==> config.mk <==
export PLATFORM = sky130hd
export DESIGN_NAME = fetch_pc_unit_flat
export DESIGN_NICKNAME = d
export VERILOG_FILES = /design/src/rtl/fetch_pkg.sv /design/src/rtl/fetch_pc_unit_if.sv /design/src/rtl/next_pc_sel.sv /design/src/rtl/fetch_pc_unit.sv /design/src/flat_wrapper.sv
export SDC_FILE = /design/constraint.sdc
export NUM_CORES = 1
export LEC_CHECK = 0
export BUFFER_PORTS_ARGS = -buffer_cell sky130_fd_sc_hd__buf_2
export CORE_MARGIN = 2
export CORE_UTILIZATION = 30
export CTS_CLUSTER_SIZE = 20
export DETAILED_ROUTE_END_ITERATION = 8
export PLACE_DENSITY_LB_ADDON = 0.05
export SETUP_SLACK_MARGIN = 0.15
export SLEW_MARGIN = 10
export SYNTH_ARGS = -nofsm -noshare
export SYNTH_HDL_FRONTEND = slang
export SYNTH_SLANG_ARGS = --single-unit
export TNS_END_PERCENT = 50
==> constraint.sdc <==
create_clock -name clk -period 6.9 [get_ports clk]
set_input_delay 1.38 -clock clk [delete_from_list [all_inputs] [get_ports clk]]
set_output_delay 1.38 -clock clk [all_outputs]
set_load 0.02 [all_outputs]
==> src/rtl/fetch_pkg.sv <==
// Shared types and constants for the instruction-fetch stage.
package fetch_pkg;

  typedef enum logic [1:0] {
    StReq,
    StWait,
    StHold,
    StDiscard
  } fetch_state_e;

  localparam logic [31:0] RESET_PC_DEFAULT = 32'hBFC0_0000;
  localparam logic [31:0] NOP              = 32'h0000_0000;

endpackage

==> src/rtl/fetch_pc_unit_if.sv <==
// Instruction-memory request/response handshake between fetch and memory.
interface fetch_pc_unit_if;

  logic        inst_req;
  logic [31:0] inst_addr;
  logic        inst_addr_ok;
  logic        inst_data_ok;
  logic [31:0] inst_rdata;

  modport master (
    output inst_req,
    output inst_addr,
    input  inst_addr_ok,
    input  inst_data_ok,
    input  inst_rdata
  );

  modport slave (
    input  inst_req,
    input  inst_addr,
    output inst_addr_ok,
    output inst_data_ok,
    output inst_rdata
  );

endinterface

==> src/rtl/next_pc_sel.sv <==
// Next-PC priority mux: exception target > pending/live branch redirect > pc+4.
module next_pc_sel (
  input  logic        flush_exc,
  input  logic [31:0] exc_pc,
  input  logic        redir_pend,
  input  logic [31:0] redir_tgt,
  input  logic        branch_taken,
  input  logic [31:0] branch_target,
  input  logic [31:0] pc_plus4,
  output logic [31:0] next_pc
);

  always_comb begin
    next_pc = pc_plus4;
    if (flush_exc) begin
      next_pc = exc_pc;
    end else if (redir_pend) begin
      next_pc = redir_tgt;
    end else if (branch_taken) begin
      next_pc = branch_target;
    end
  end

endmodule

==> src/rtl/fetch_pc_unit.sv <==
// MIPS fetch stage: owns the PC, runs the single-outstanding imem handshake and
// applies branch redirects after the delay slot and exception redirects at once.
module fetch_pc_unit
  import fetch_pkg::*;
#(
  parameter logic [31:0] RESET_PC = RESET_PC_DEFAULT
) (
  input  logic                   clk,
  input  logic                   rst,
  input  logic                   stallF,
  input  logic                   flush_exc,
  input  logic [31:0]            exc_pc,
  input  logic                   branch_takenD,
  input  logic [31:0]            branch_targetD,
  input  logic                   is_branchD,
  fetch_pc_unit_if.master        imem,
  output logic [31:0]            pcF,
  output logic [31:0]            pcplus4F,
  output logic [31:0]            instrF,
  output logic                   is_in_delayslot_iF,
  output logic                   instr_validF,
  output logic                   adelF,
  output logic                   fetch_stall
);

  fetch_state_e state_q, state_d;
  logic [31:0]  pc_q, pc_d;
  logic [31:0]  ibuf_q, ibuf_d;
  logic         redir_pend_q, redir_pend_d;
  logic [31:0]  redir_tgt_q, redir_tgt_d;

  logic [31:0]  pc_plus4;
  logic [31:0]  next_pc;
  logic         misaligned;
  logic         req;
  logic         req_acc;
  logic         fire;

  assign pc_plus4   = pc_q + 32'd4;
  assign misaligned = (pc_q[1:0] != 2'b00);

  always_comb begin
    req          = 1'b0;
    instr_validF = 1'b0;
    instrF       = NOP;
    adelF        = 1'b0;
    unique case (state_q)
      StReq: begin
        // A misaligned PC is reported as a valid faulting instruction, never fetched.
        if (misaligned) begin
          instr_validF = 1'b1;
          adelF        = 1'b1;
        end else begin
          req = 1'b1;
        end
      end
      StWait: begin
        if (imem.inst_data_ok) begin
          instr_validF = 1'b1;
          instrF       = imem.inst_rdata;
        end
      end
      StHold: begin
        instr_validF = 1'b1;
        instrF       = ibuf_q;
      end
      StDiscard: begin
      end
    endcase
    if (rst) begin
      req          = 1'b0;
      instr_validF = 1'b0;
      instrF       = NOP;
      adelF        = 1'b0;
    end
  end

  assign imem.inst_req      = req;
  assign imem.inst_addr     = rst ? 32'h0 : pc_q;
  assign pcF                = pc_q;
  assign pcplus4F           = pc_plus4;
  assign is_in_delayslot_iF = is_branchD & instr_validF;
  assign fetch_stall        = ~instr_validF & ~rst;
  assign req_acc            = req & imem.inst_addr_ok;
  assign fire               = instr_validF & ~stallF & ~flush_exc;

  next_pc_sel u_next_pc_sel (
    .flush_exc     (flush_exc),
    .exc_pc        (exc_pc),
    .redir_pend    (redir_pend_q),
    .redir_tgt     (redir_tgt_q),
    .branch_taken  (branch_takenD),
    .branch_target (branch_targetD),
    .pc_plus4      (pc_plus4),
    .next_pc       (next_pc)
  );

  always_comb begin
    state_d      = state_q;
    ibuf_d       = ibuf_q;
    redir_pend_d = redir_pend_q;
    redir_tgt_d  = redir_tgt_q;
    pc_d         = (fire | flush_exc) ? next_pc : pc_q;

    // Remember a taken branch until its delay slot leaves F.
    if (branch_takenD) begin
      redir_pend_d = 1'b1;
      redir_tgt_d  = branch_targetD;
    end
    if (fire | flush_exc) begin
      redir_pend_d = 1'b0;
    end

    unique case (state_q)
      StReq: begin
        if (flush_exc) begin
          state_d = req_acc ? StDiscard : StReq;
        end else if (req_acc) begin
          state_d = StWait;
        end
      end
      StWait: begin
        if (imem.inst_data_ok) begin
          if (flush_exc || !stallF) begin
            state_d = StReq;
          end else begin
            state_d = StHold;
            ibuf_d  = imem.inst_rdata;
          end
        end else if (flush_exc) begin
          state_d = StDiscard;
        end
      end
      StHold: begin
        if (flush_exc || fire) begin
          state_d = StReq;
        end
      end
      StDiscard: begin
        if (imem.inst_data_ok) begin
          state_d = StReq;
        end
      end
    endcase
  end

  always_ff @(posedge clk or posedge rst) begin
    if (rst) begin
      state_q      <= StReq;
      pc_q         <= RESET_PC;
      ibuf_q       <= NOP;
      redir_pend_q <= 1'b0;
      redir_tgt_q  <= 32'h0;
    end else begin
      state_q      <= state_d;
      pc_q         <= pc_d;
      ibuf_q       <= ibuf_d;
      redir_pend_q <= redir_pend_d;
      redir_tgt_q  <= redir_tgt_d;
    end
  end

endmodule

==> src/flat_wrapper.sv <==
// flat-port wrapper written by rule: the top's interface ports become plain ports
module fetch_pc_unit_flat import fetch_pkg::*;
#(
  parameter logic [31:0] RESET_PC = RESET_PC_DEFAULT
)
  (clk, rst, stallF, flush_exc, exc_pc, branch_takenD, branch_targetD, is_branchD, pcF, pcplus4F, instrF, is_in_delayslot_iF, instr_validF, adelF, fetch_stall, imem_inst_req, imem_inst_addr, imem_inst_addr_ok, imem_inst_data_ok, imem_inst_rdata);
  fetch_pc_unit_if imem_i ();
  input  logic clk;
  input  logic rst;
  input  logic stallF;
  input  logic flush_exc;
  input  logic [31:0] exc_pc;
  input  logic branch_takenD;
  input  logic [31:0] branch_targetD;
  input  logic is_branchD;
  output logic [31:0] pcF;
  output logic [31:0] pcplus4F;
  output logic [31:0] instrF;
  output logic is_in_delayslot_iF;
  output logic instr_validF;
  output logic adelF;
  output logic fetch_stall;
  output wire logic [$bits(imem_i.inst_req)-1:0] imem_inst_req;
  output wire logic [$bits(imem_i.inst_addr)-1:0] imem_inst_addr;
  input wire logic [$bits(imem_i.inst_addr_ok)-1:0] imem_inst_addr_ok;
  input wire logic [$bits(imem_i.inst_data_ok)-1:0] imem_inst_data_ok;
  input wire logic [$bits(imem_i.inst_rdata)-1:0] imem_inst_rdata;
  assign imem_inst_req = imem_i.inst_req;
  assign imem_inst_addr = imem_i.inst_addr;
  assign imem_i.inst_addr_ok = imem_inst_addr_ok;
  assign imem_i.inst_data_ok = imem_inst_data_ok;
  assign imem_i.inst_rdata = imem_inst_rdata;
  fetch_pc_unit #(.RESET_PC(RESET_PC)) u_core (.clk(clk), .rst(rst), .stallF(stallF), .flush_exc(flush_exc), .exc_pc(exc_pc), .branch_takenD(branch_takenD), .branch_targetD(branch_targetD), .is_branchD(is_branchD), .imem(imem_i), .pcF(pcF), .pcplus4F(pcplus4F), .instrF(instrF), .is_in_delayslot_iF(is_in_delayslot_iF), .instr_validF(instr_validF), .adelF(adelF), .fetch_stall(fetch_stall));
endmodule
Yosys cells after proc, flatten, opt, wreduce, memory -nomap -nowiden
Index checks and enable logic that the tools add are counted.

storage, ports and cells
  register bits after elaboration = 99
  logic and storage cells = 59
  bits of input ports = 104
  output and inout port bits = 133

operators by class
  reduce and logical (&&, ||, !) cells = 8
  bitwise operators = 11
  equality and inequality tests = 7
  add/sub/neg operators = 1
  multiplexer cells = 27

operator list
  operator               count
  $mux 32                6
  $pmux 32 s2            1
  $add 32x3->32 const B  1
  $mux 2                 8
  $mux 1                 10
  $pmux 2 s4             1
  $and 1x1->1            5
  $not 1->1              5
  $eq 2x2->1 const B     2
  $reduce_and 4->1       1
  $reduce_bool 2->1      2
  $ne 3x2->1 const B     1
  $ne 3x3->1 const B     1
  $pmux 1 s3             1
  $reduce_and 3->1       1
  $eq 2x1->1 const B     1
  $logic_not 2->1        1
  $logic_or 1x1->1       2
  $ne 2x1->1 const B     1
  $ne 2x2->1 const B     1
  $logic_not 1->1        1
  $or 1x1->1             1

Depth between registers and ports, before layout
Gate-level depths: netlist (run 1).

  word-level depth = 9
  depth in mapped cells = 9
  depth with buffers taken out = 7

By module
A second synthesis (run 1) with hierarchy kept.

second synthesis, totals
  cell total of the unflattened synthesis = 587
  area total of the unflattened synthesis = 6,371.1 µm²

by module, submodules not included
  module         times used  cells an instance  area each (µm²)  sequential area each (µm²)
  fetch_pc_unit  1           441                5,067.4          2,488.6
  next_pc_sel    1           146                1,303.8          0.0

Worst setup path before layout (run 1)
No wires, ideal clock.

  kind = input to output
  start = input rst
  end = output instrF[10]
  required time = 5,520 ps
  arrival = 4,662 ps
  path slack = 858 ps
  stages on the path = 5
  path buffers = 2
  cells stage by stage = clkbuf_1 > inv_1 > nand2_1 > buf_1 > nor2_1

between the ends
  longest elaborated chain between the ends = 1

ends and longest elaborated chain
  element             RTL line             text
  start: declaration  flat_wrapper.sv:9    input logic rst;
  $mux 32             fetch_pc_unit.sv:70  if (rst) begin
  end: declaration    flat_wrapper.sv:18   output logic [31:0] instrF;

No other way between the ends.

Final worst setup path (run 1)
  start = input rst
  end = output instrF[1]

Same word-level chain as after synthesis.

==> results.toml, run 1 <==
[clock_network]
cts_tree = "done"
htree_num_levels = 3
cts.clk_slew.worst_paths_ps = 70
cts_sinks = 99
holdBufCountCts = 0
clockRootBuffer = "clkbuf_16"
cts_resized = 0
cts_buffer_depth = 2
cts_setup_buffers = 0
clk_latency_ps = 350
numCtsBuffers = 9

[synth]
netlist_area_um2 = 6200
synthAdderAreaFrac_pct = 1.21
synth_compound_area_share_pct = 19.4
avgSynthCellArea_um2 = 8.80
yosys.area_share.simple_pct = 20.1
syn_nets = 814
yosys.area.top_type_share_pct = 36.3
synthXorXnorAreaFrac_pct = 3.82
synth_top_family_by_area = "simple AND/OR/NAND/NOR gates"
synthMuxAreaShare_pct = 9.12
ys_seq_elements = 99
synth.area.top_cells = "dfrtp_1, mux2_2, nor2_1"
synth_edf_count = 0
async_reset_ff_share_pct = 100
synth_top_area_cell = "dfrtp_1"
ys_types = 61
ys_warn_count = 0
netlist_instances = 704
ys_seq_area_share_pct = 40.1
synth_ff_type = "dfrtp_1"

[power]
pwr-share-seq_pct = 37.1
sw_frac_of_total_pct = 41.3
p_clk_share_pct = 21.3
vdd_ir_drop_max_mv = 0.136
p_per_area_nw_per_um2 = 311
p_sw_mw = 1.01
p_int_mw = 1.44
combPwrFrac_pct = 41.6
power.leakage_nw = 3.69

[detailed_routing]
drt_first_pass_iters = 5
viasPerCell = 5.11
wl_per_cell_um = 17.8
antenna_left = 0
drt_iter0_markers = 219
num_vias = 6029
route.final.wire_length_mm = 21.0
drc = 0

[floorplanning]
coreArea_um2 = 20200
die_w_um = 148
die_h_um = 148
rows = 52
initial_core_util_pct = 30.6
io-pin-count = 237
die_area_um2 = 21800

[global_routing]
grtUsageMet1_pct = 25.8
grt_util_all_layers_pct = 19.3
grt_max_degree = 64
grt_pass1_vias = 6001
use_met2_pct = 31.7
overflow = 0
use_met3_pct = 4.01
grt-busiest-layer = "met2"
grt_pass1_wl_mm = 33.0
antenna_found_initial = 3

[sta]
period_needed_ps = 5000
setup_viol = 0
min_period_over_period_pct = 72.5
fmax_mhz = 200
slew_viol_final = 0
rsz0062_at_grt = "false"
hold_viol = 0
slew_headroom_pct = 26.2
finalSetupTns_ps = 0
finalClockSkew_ps = 9.88
max_slew.worst_pin.slew_ps = 1100

[setup_path]
cp_max_fo = 40
cp.required_ps = 5520
cp.arrival_ps = 3620
endpoint_kind = "output port"
critPathKind = "primary input to output port"
start_kind = "primary input"

[final_layout]
final_util_pct = 38.9
drive_above_1_share_pct = 36.7
final_common_cell = "buf_2"
area_growth_syn_to_layout_pct = 27.0
seq_area_um2 = 2490
n_fill_cell = 2122
multi_input_area_um2 = 3330
nNetsFinal = 1014
final_cell_mix = "buf_2, dfrtp_1, nor2_1"

[min_path]
hp-class = "flip-flop to flip-flop"

[placement]
place_congestion = 0.776
hpwl_mm = 14.7
port_buffers = 236

[run]
maxCapViolCount = 0

[run_status]
outcome = "finished clean"
==> path summary, 6_finish.rpt <==
kind                                       startpoint                     to  slack, ps  cells after the start
worst max register to register      u_core.state_q[0]         u_core.pcF[25]       3530                      7
max in group asynchronous                         rst    u_core.redir_pend_q       4120                      3
worst min register to register  u_core.redir_tgt_q[8]  u_core.redir_tgt_q[8]        500                      1
worst min-delay path            u_core.redir_tgt_q[8]  u_core.redir_tgt_q[8]        500                      1
min in group asynchronous                         rst       u_core.ibuf_q[6]       1480                      2
worst max-delay path                              rst              instrF[1]       1900                      5
==> cells in the mapped netlist (5+ instances only) <==
cell       number
a21oi_1        25
nor2b_1        25
a22oi_1        34
nor3_1         13
and2_1          8
mux2_2         44
nor2_1         83
buf_2           6
mux2i_1         7
nand4_1         9
nand2_1        57
a32o_1          5
nand2b_1        8
o31ai_1        11
a211oi_1       12
ha_1            6
dfstp_2         9
xnor2_1        19
nand3_1        16
a2111oi_0       5
inv_1          43
dfrtp_1        90
o22ai_1        12
clkbuf_1       42
xor2_1          8
o21ai_0        45
==> area by class of cell <==
cell class | count | share of cell area (%)
well taps | 270 | 4.29
repair buffers | 244 | 15.8
flip-flops and latches | 99 | 31.6
clock buffers | 10 | 3.04
clock inverters | 6 | 0.826
multi-input cells | 507 | 42.3
diodes | 1 | 0.0318
inverters | 43 | 2.08
==> per-layer routing <==
metal	vias up	share of wire (%)
met5	-	0.067
met4	2	1.8
met3	23	4.8
met2	165	47
li1	2889	-
met1	2950	47
==> per-stage QoR <==
| step | hold WS [ps] | power (mW) | area, um2 | instances | setup slack (ps) |
|---|---|---|---|---|---|
| 6_report | 501 | 2.45 | 7870 | 1180 | 1900 |
| 5_1_grt | 511 | 2.62 | 7870 | 1179 | 1540 |
| 4_1_cts | 503 | 2.48 | 7860 | 1178 | 1800 |
| 3_5_place_dp | 487 | 1.94 | 7550 | 1162 | 1790 |
| 3_3_place_gp | 488 | 1.92 | 7550 | 1162 | 1920 |
| 2_1_floorplan | 472 | 1.61 | 6200 | 704 | 858 |
==> logic make-up (layout without fill, tap and decap cells) <==
family	after synthesis	after routing
AO/OA/AOI/OAI	178	178
XOR/XNOR	27	27
adder cells (fa/ha/maj)	6	6
buffers and inverters	98	303
flip-flops	99	99
multiplexers	51	51
other	0	1
AND/OR/NAND/NOR	245	245
==> worst max-delay path, cell delays in order <==
cell,delay (ps)
buf_2,650
inv_4,400
nand2_1,850
nor2_1,120
buf_2,200
==> flip-flops by register name, summed over array words and instances, names as in the netlist <==
name / flops
u_core.redir_tgt_q: 32
u_core.state_q: 2
u_core.redir_pend_q: 1
u_core.pcF: 32
u_core.ibuf_q: 32
==> power by group through the flow <==
stage	Clock, mW	Sequential [mW]	Combinational (mW)
3_5_place_dp	0	0.917	1.03
4_1_cts	0.540	0.907	1.03
3_3_place_gp	0	0.909	1.01
2_1_floorplan	0	0.911	0.695
6_report	0.522	0.907	1.02
5_1_grt	0.563	0.935	1.12
No activity file was read; power rests on OpenSTA's default activity.
==> run 2, diff against run 1 <==
Clock period 6.9 ns to 4.3 ns, I/O delays scaled along.
==> run 2 against run 1 <==
Compared with the run above: combinational power grew 62%; flip-flop and latch count is the same; cell count is 0.51% higher; register-to-register slack worse by 2000 ps; sequential power is 61% higher; critical path type is now flip-flop to output port; critical endpoint is now pcplus4F[26]; largest power group unchanged.
==> results.toml, run 2 (synthesis gave the netlist of run 1 again) <==
[power]
power.leakage_nw = 3.73
vdd_ir_drop_max_mv = 0.203
p_per_area_nw_per_um2 = 511

[final_layout]
design_area_um2 = 7950
multi_input_area_um2 = 3330
final_util_pct = 39.3
final_common_cell = "buf_2"
n_fill_cell = 2121
drive_above_1_share_pct = 36.9
final_cell_mix = "buf_2, dfrtp_1, nor2_1"
nNetsFinal = 1020
area_growth_syn_to_layout_pct = 28.3
seq_area_um2 = 2490

[sta]
fin_hold_ws_ps = 503
max_slew.worst_pin.slew_ps = 1110
layout_setup_ws_ps = 693
setup_viol = 0
hold_viol = 0
finalSetupTns_ps = 0
finalClockSkew_ps = 7.06
slew_viol_final = 0
rsz0062_at_grt = "false"
min_period_over_period_pct = 83.9
slew_headroom_pct = 24.2
period_needed_ps = 3610
fmax_mhz = 277

[setup_path]
start_kind = "flip-flop"
cp.arrival_ps = 2750
r2r_slack_ps = 1570
cp_max_fo = 6
cp.required_ps = 3440
critPathKind = "flip-flop to output port"
endpoint_kind = "output port"

[run_status]
outcome = "finished clean"

[clock_network]
cts_setup_buffers = 0
cts_sinks = 99
htree_num_levels = 3
cts_resized = 0
cts_tree = "done"
numCtsBuffers = 9
cts.clk_slew.worst_paths_ps = 70
clk_latency_ps = 360
holdBufCountCts = 0
cts_buffer_depth = 2
clockRootBuffer = "clkbuf_16"

[floorplanning]
die_area_um2 = 21800
die_h_um = 148
die_w_um = 148
rows = 52
coreArea_um2 = 20200
io-pin-count = 237
initial_core_util_pct = 30.6

[global_routing]
grt_max_degree = 62
antenna_found_initial = 1
grt_util_all_layers_pct = 19.7
overflow = 0
grt_pass1_vias = 6093
grt_pass1_wl_mm = 33.8

[detailed_routing]
viasPerCell = 5.12
route.final.wire_length_mm = 21.7
drt_first_pass_iters = 6
wl_per_cell_um = 18.3
drc = 0
num_vias = 6073
drt_iter0_markers = 376
antenna_left = 0

[placement]
hpwl_mm = 15.2
port_buffers = 236
place_ws_ps = 984
place_area_um2 = 7610
place_congestion = 0.799

[min_path]
hp-class = "flip-flop to flip-flop"

[run]
maxCapViolCount = 0
run 2: path summary, 6_finish.rpt:
| kind | startpoint | cells after the start | to |
|---|---|---|---|
| min in group asynchronous | rst | 3 | u_core.ibuf_q[20] |
| max | u_core.pcF[2] | 6 | pcplus4F[26] |
| max reg2reg | u_core.state_q[1] | 6 | u_core.pcF[21] |
| min | u_core.redir_tgt_q[8] | 1 | u_core.redir_tgt_q[8] |
| min reg2reg | u_core.redir_tgt_q[8] | 1 | u_core.redir_tgt_q[8] |
| max in group asynchronous | rst | 3 | u_core.redir_pend_q |
run 2: cell type report:
type	count	area share [%]
multi-input cells	507	41.9
diodes	1	0.0315
clock buffers	10	2.88
well taps	270	4.25
repair buffers	250	16.2
inverters	43	2.08
flip-flops and latches	99	31.3
clock inverters	6	1.43
run 2: critical path: stages, from the launching register on:
cell	delay (ps)
dfrtp_1	490
ha_1	280
nand3_1	350
nor4_4	590
nand4_1	300
xnor2_1	200
buf_2	190
run 2: stage by stage:
stage          std cells  power (mW)
5_1_grt             1185        4.34
4_1_cts             1185        4.11
6_report            1186        4.06
3_3_place_gp        1169        3.11
3_5_place_dp        1169        3.14
2_1_floorplan        704        2.59
run 2: report_power, final:
| group | internal [mW] | leakage, nW | switching [mW] |
|---|---|---|---|
| clock | 0.571 | 0.159 | 0.385 |
| sequential | 1.20 | 1.17 | 0.256 |
| combinational | 0.646 | 2.40 | 1.00 |
run 2: routing by layer:
metal	share of wire, %	wire length, um	GRT usage (%)	up-vias
li1	-	-	-	2901
met1	47	10100	26.8	2971
met2	47	10200	32.5	180
met3	4.7	1010	3.02	21
met4	1.5	315	5.87	0
met5	0	0	0	-
==> run 3, diff against run 2 <==
Clock period 4.3 ns to 3.4 ns, I/O delays scaled along.
==> run 3 against run 2 <==
Compared with the run above: register-to-register slack worse by 1000 ps; global-route usage up 0.53 points; die area stayed put; sequential power increased by 27%; via count grew 0.36%; clock skew about the same; critical path depth down 1; flip-flop and latch count stayed put; first-iteration DRC count shrank 18%; core utilization rose by 0.17 points; highest routed layer unchanged.
==> results.toml, run 3 (synthesis gave the netlist of run 1 again) <==
[sta]
fmax_mhz = 317
setup_viol = 0
finalSetupTns_ps = 0
slew_headroom_pct = 28.5
period_needed_ps = 3150
rsz0062_at_grt = "true"
finalClockSkew_ps = 6.62
min_period_over_period_pct = 92.8
slew_viol_final = 0
max_slew.worst_pin.slew_ps = 1070
hold_viol = 0

[global_routing]
antenna_found_initial = 1
grt_pass1_vias = 5800
overflow = 0
grt_max_degree = 72
grt_util_all_layers_pct = 20.2
grt_pass1_wl_mm = 34.0

[final_layout]
seq_area_um2 = 2490
drive_above_1_share_pct = 38.7
area_growth_syn_to_layout_pct = 28.8
final_cells = 1189
n_fill_cell = 2132
design_area_um2 = 7990
final_common_cell = "buf_2"
nNetsFinal = 1023
final_cell_mix = "buf_2, dfrtp_1, nor2_1"
multi_input_area_um2 = 3370

[setup_path]
cp.arrival_ps = 2470
max_stage_delay_ps = 610
r2r_cells = 7
critPathSlowestCell = "nor4_4"
crit_chain = "nand4_2 > nor4_4 > nand3_1 > xnor2_1 > buf_2"
start_kind = "flip-flop"
cp.required_ps = 2720
r2r_slack_ps = 560
cp_max_fo = 7
crit_start = "u_core.pcF[7]"
reg2reg_from = "u_core.state_q[1]"
cp_num_cells = 5
cp_top_family = "simple AND/OR/NAND/NOR gates"
reg2reg_to = "u_core.state_q[0]"
critPathCapture = "pcplus4F[28]"
critPathBufInv = 1
critPathKind = "flip-flop to output port"
endpoint_kind = "output port"

[detailed_routing]
wl_met3_mm = 1.36
wl_per_cell_um = 19.0
drc = 0
dr_wl_met2_mm = 10.1
viasPerCell = 5.13
num_vias = 6095
antenna_left = 0
wl_met1_mm = 10.7
drt_first_pass_iters = 5
drt_iter0_markers = 307
highest_layer = "met4"
route.final.wire_length_mm = 22.5

[placement]
dp_cells = 1171
place_congestion = 0.829
place_area_um2 = 7670
hpwl_mm = 17.0
port_buffers = 236

[power]
p_per_area_nw_per_um2 = 635
power.leakage_nw = 3.73
vdd_ir_drop_max_mv = 0.274
p_total_mw = 5.07

[clock_network]
cts.clk_slew.worst_paths_ps = 70
clockRootBuffer = "clkbuf_16"
htree_num_levels = 3
cts_sinks = 99
cts_buffer_depth = 2
holdBufCountCts = 0
cts_tree = "done"
clk_latency_ps = 350
numCtsBuffers = 9

[min_path]
hp-class = "flip-flop to flip-flop"

[floorplanning]
die_h_um = 148
initial_core_util_pct = 30.6
coreArea_um2 = 20200
die_area_um2 = 21800
rows = 52
die_w_um = 148
io-pin-count = 237

[run_status]
outcome = "finished clean"

[run]
maxCapViolCount = 0
[run 3: report_power, final]
part | internal [mW] | switching [mW] | total (mW)
clock network | 0.547 | 0.498 | 1.04
registers | 1.52 | 0.332 | 1.85
logic | 0.831 | 1.34 | 2.18
total | 2.90 | 2.17 | 5.07
[run 3: area by class of cell]
class | instances | area share, %
Multi-Input combinational cell | 507 | 42.2
Sequential cell | 99 | 31.2
Tap cell | 270 | 4.23
Timing Repair Buffer | 253 | 16.5
Clock buffer | 11 | 3.16
Inverter | 43 | 2.07
Clock inverter | 5 | 0.548
Antenna cell | 1 | 0.0313
[run 3: worst min-delay path by stage]
stage | from | end | depth (start not counted)
after floorplan | u_core.redir_tgt_q[8] | u_core.redir_tgt_q[8] | 1
after global placement | u_core.redir_tgt_q[8] | u_core.redir_tgt_q[8] | 1
after detailed placement | u_core.redir_tgt_q[8] | u_core.redir_tgt_q[8] | 1
after CTS | u_core.redir_tgt_q[8] | u_core.redir_tgt_q[8] | 1
after global routing | u_core.redir_tgt_q[8] | u_core.redir_tgt_q[8] | 1
final | u_core.redir_tgt_q[8] | u_core.redir_tgt_q[8] | 1
[run 3: metal layers]
layer / global-route usage [%] / up-vias
met3: 3.24 / 28
met2: 29.9 / 210
met4: 6.68 / 0
li1: - / 2910
met1: 30.1 / 2947
met5: 0 / -
[run 3: stage by stage]
step	utilization (%)	hold slack, ps	setup WS (ps)
5_1_grt	39.5	523	124
2_1_floorplan	-	472	-353
4_1_cts	39.4	504	181
6_report	39.5	500	245
3_5_place_dp	37.9	487	331
3_3_place_gp	37.9	483	408
[run 3: worst reg2reg max path: cells and delay by family, from the launching register on]
| kind | cells | cell delay [ps] |
|---|---|---|
| buf+inv | 1 | 90 |
| fa+ha+maj | 1 | 230 |
| mux | 1 | 340 |
| compound gates | 3 | 820 |
| simple gates | 1 | 840 |
| flops | 1 | 420 |
[run 3: repair_timing]
item / 4_1_cts / 5_1_grt
setup endpoints to repair: 0 / 17
endpoints found under the hold margin: 0 / 0
setup buffers: 0 / 1
gates resized for setup: 0 / 1
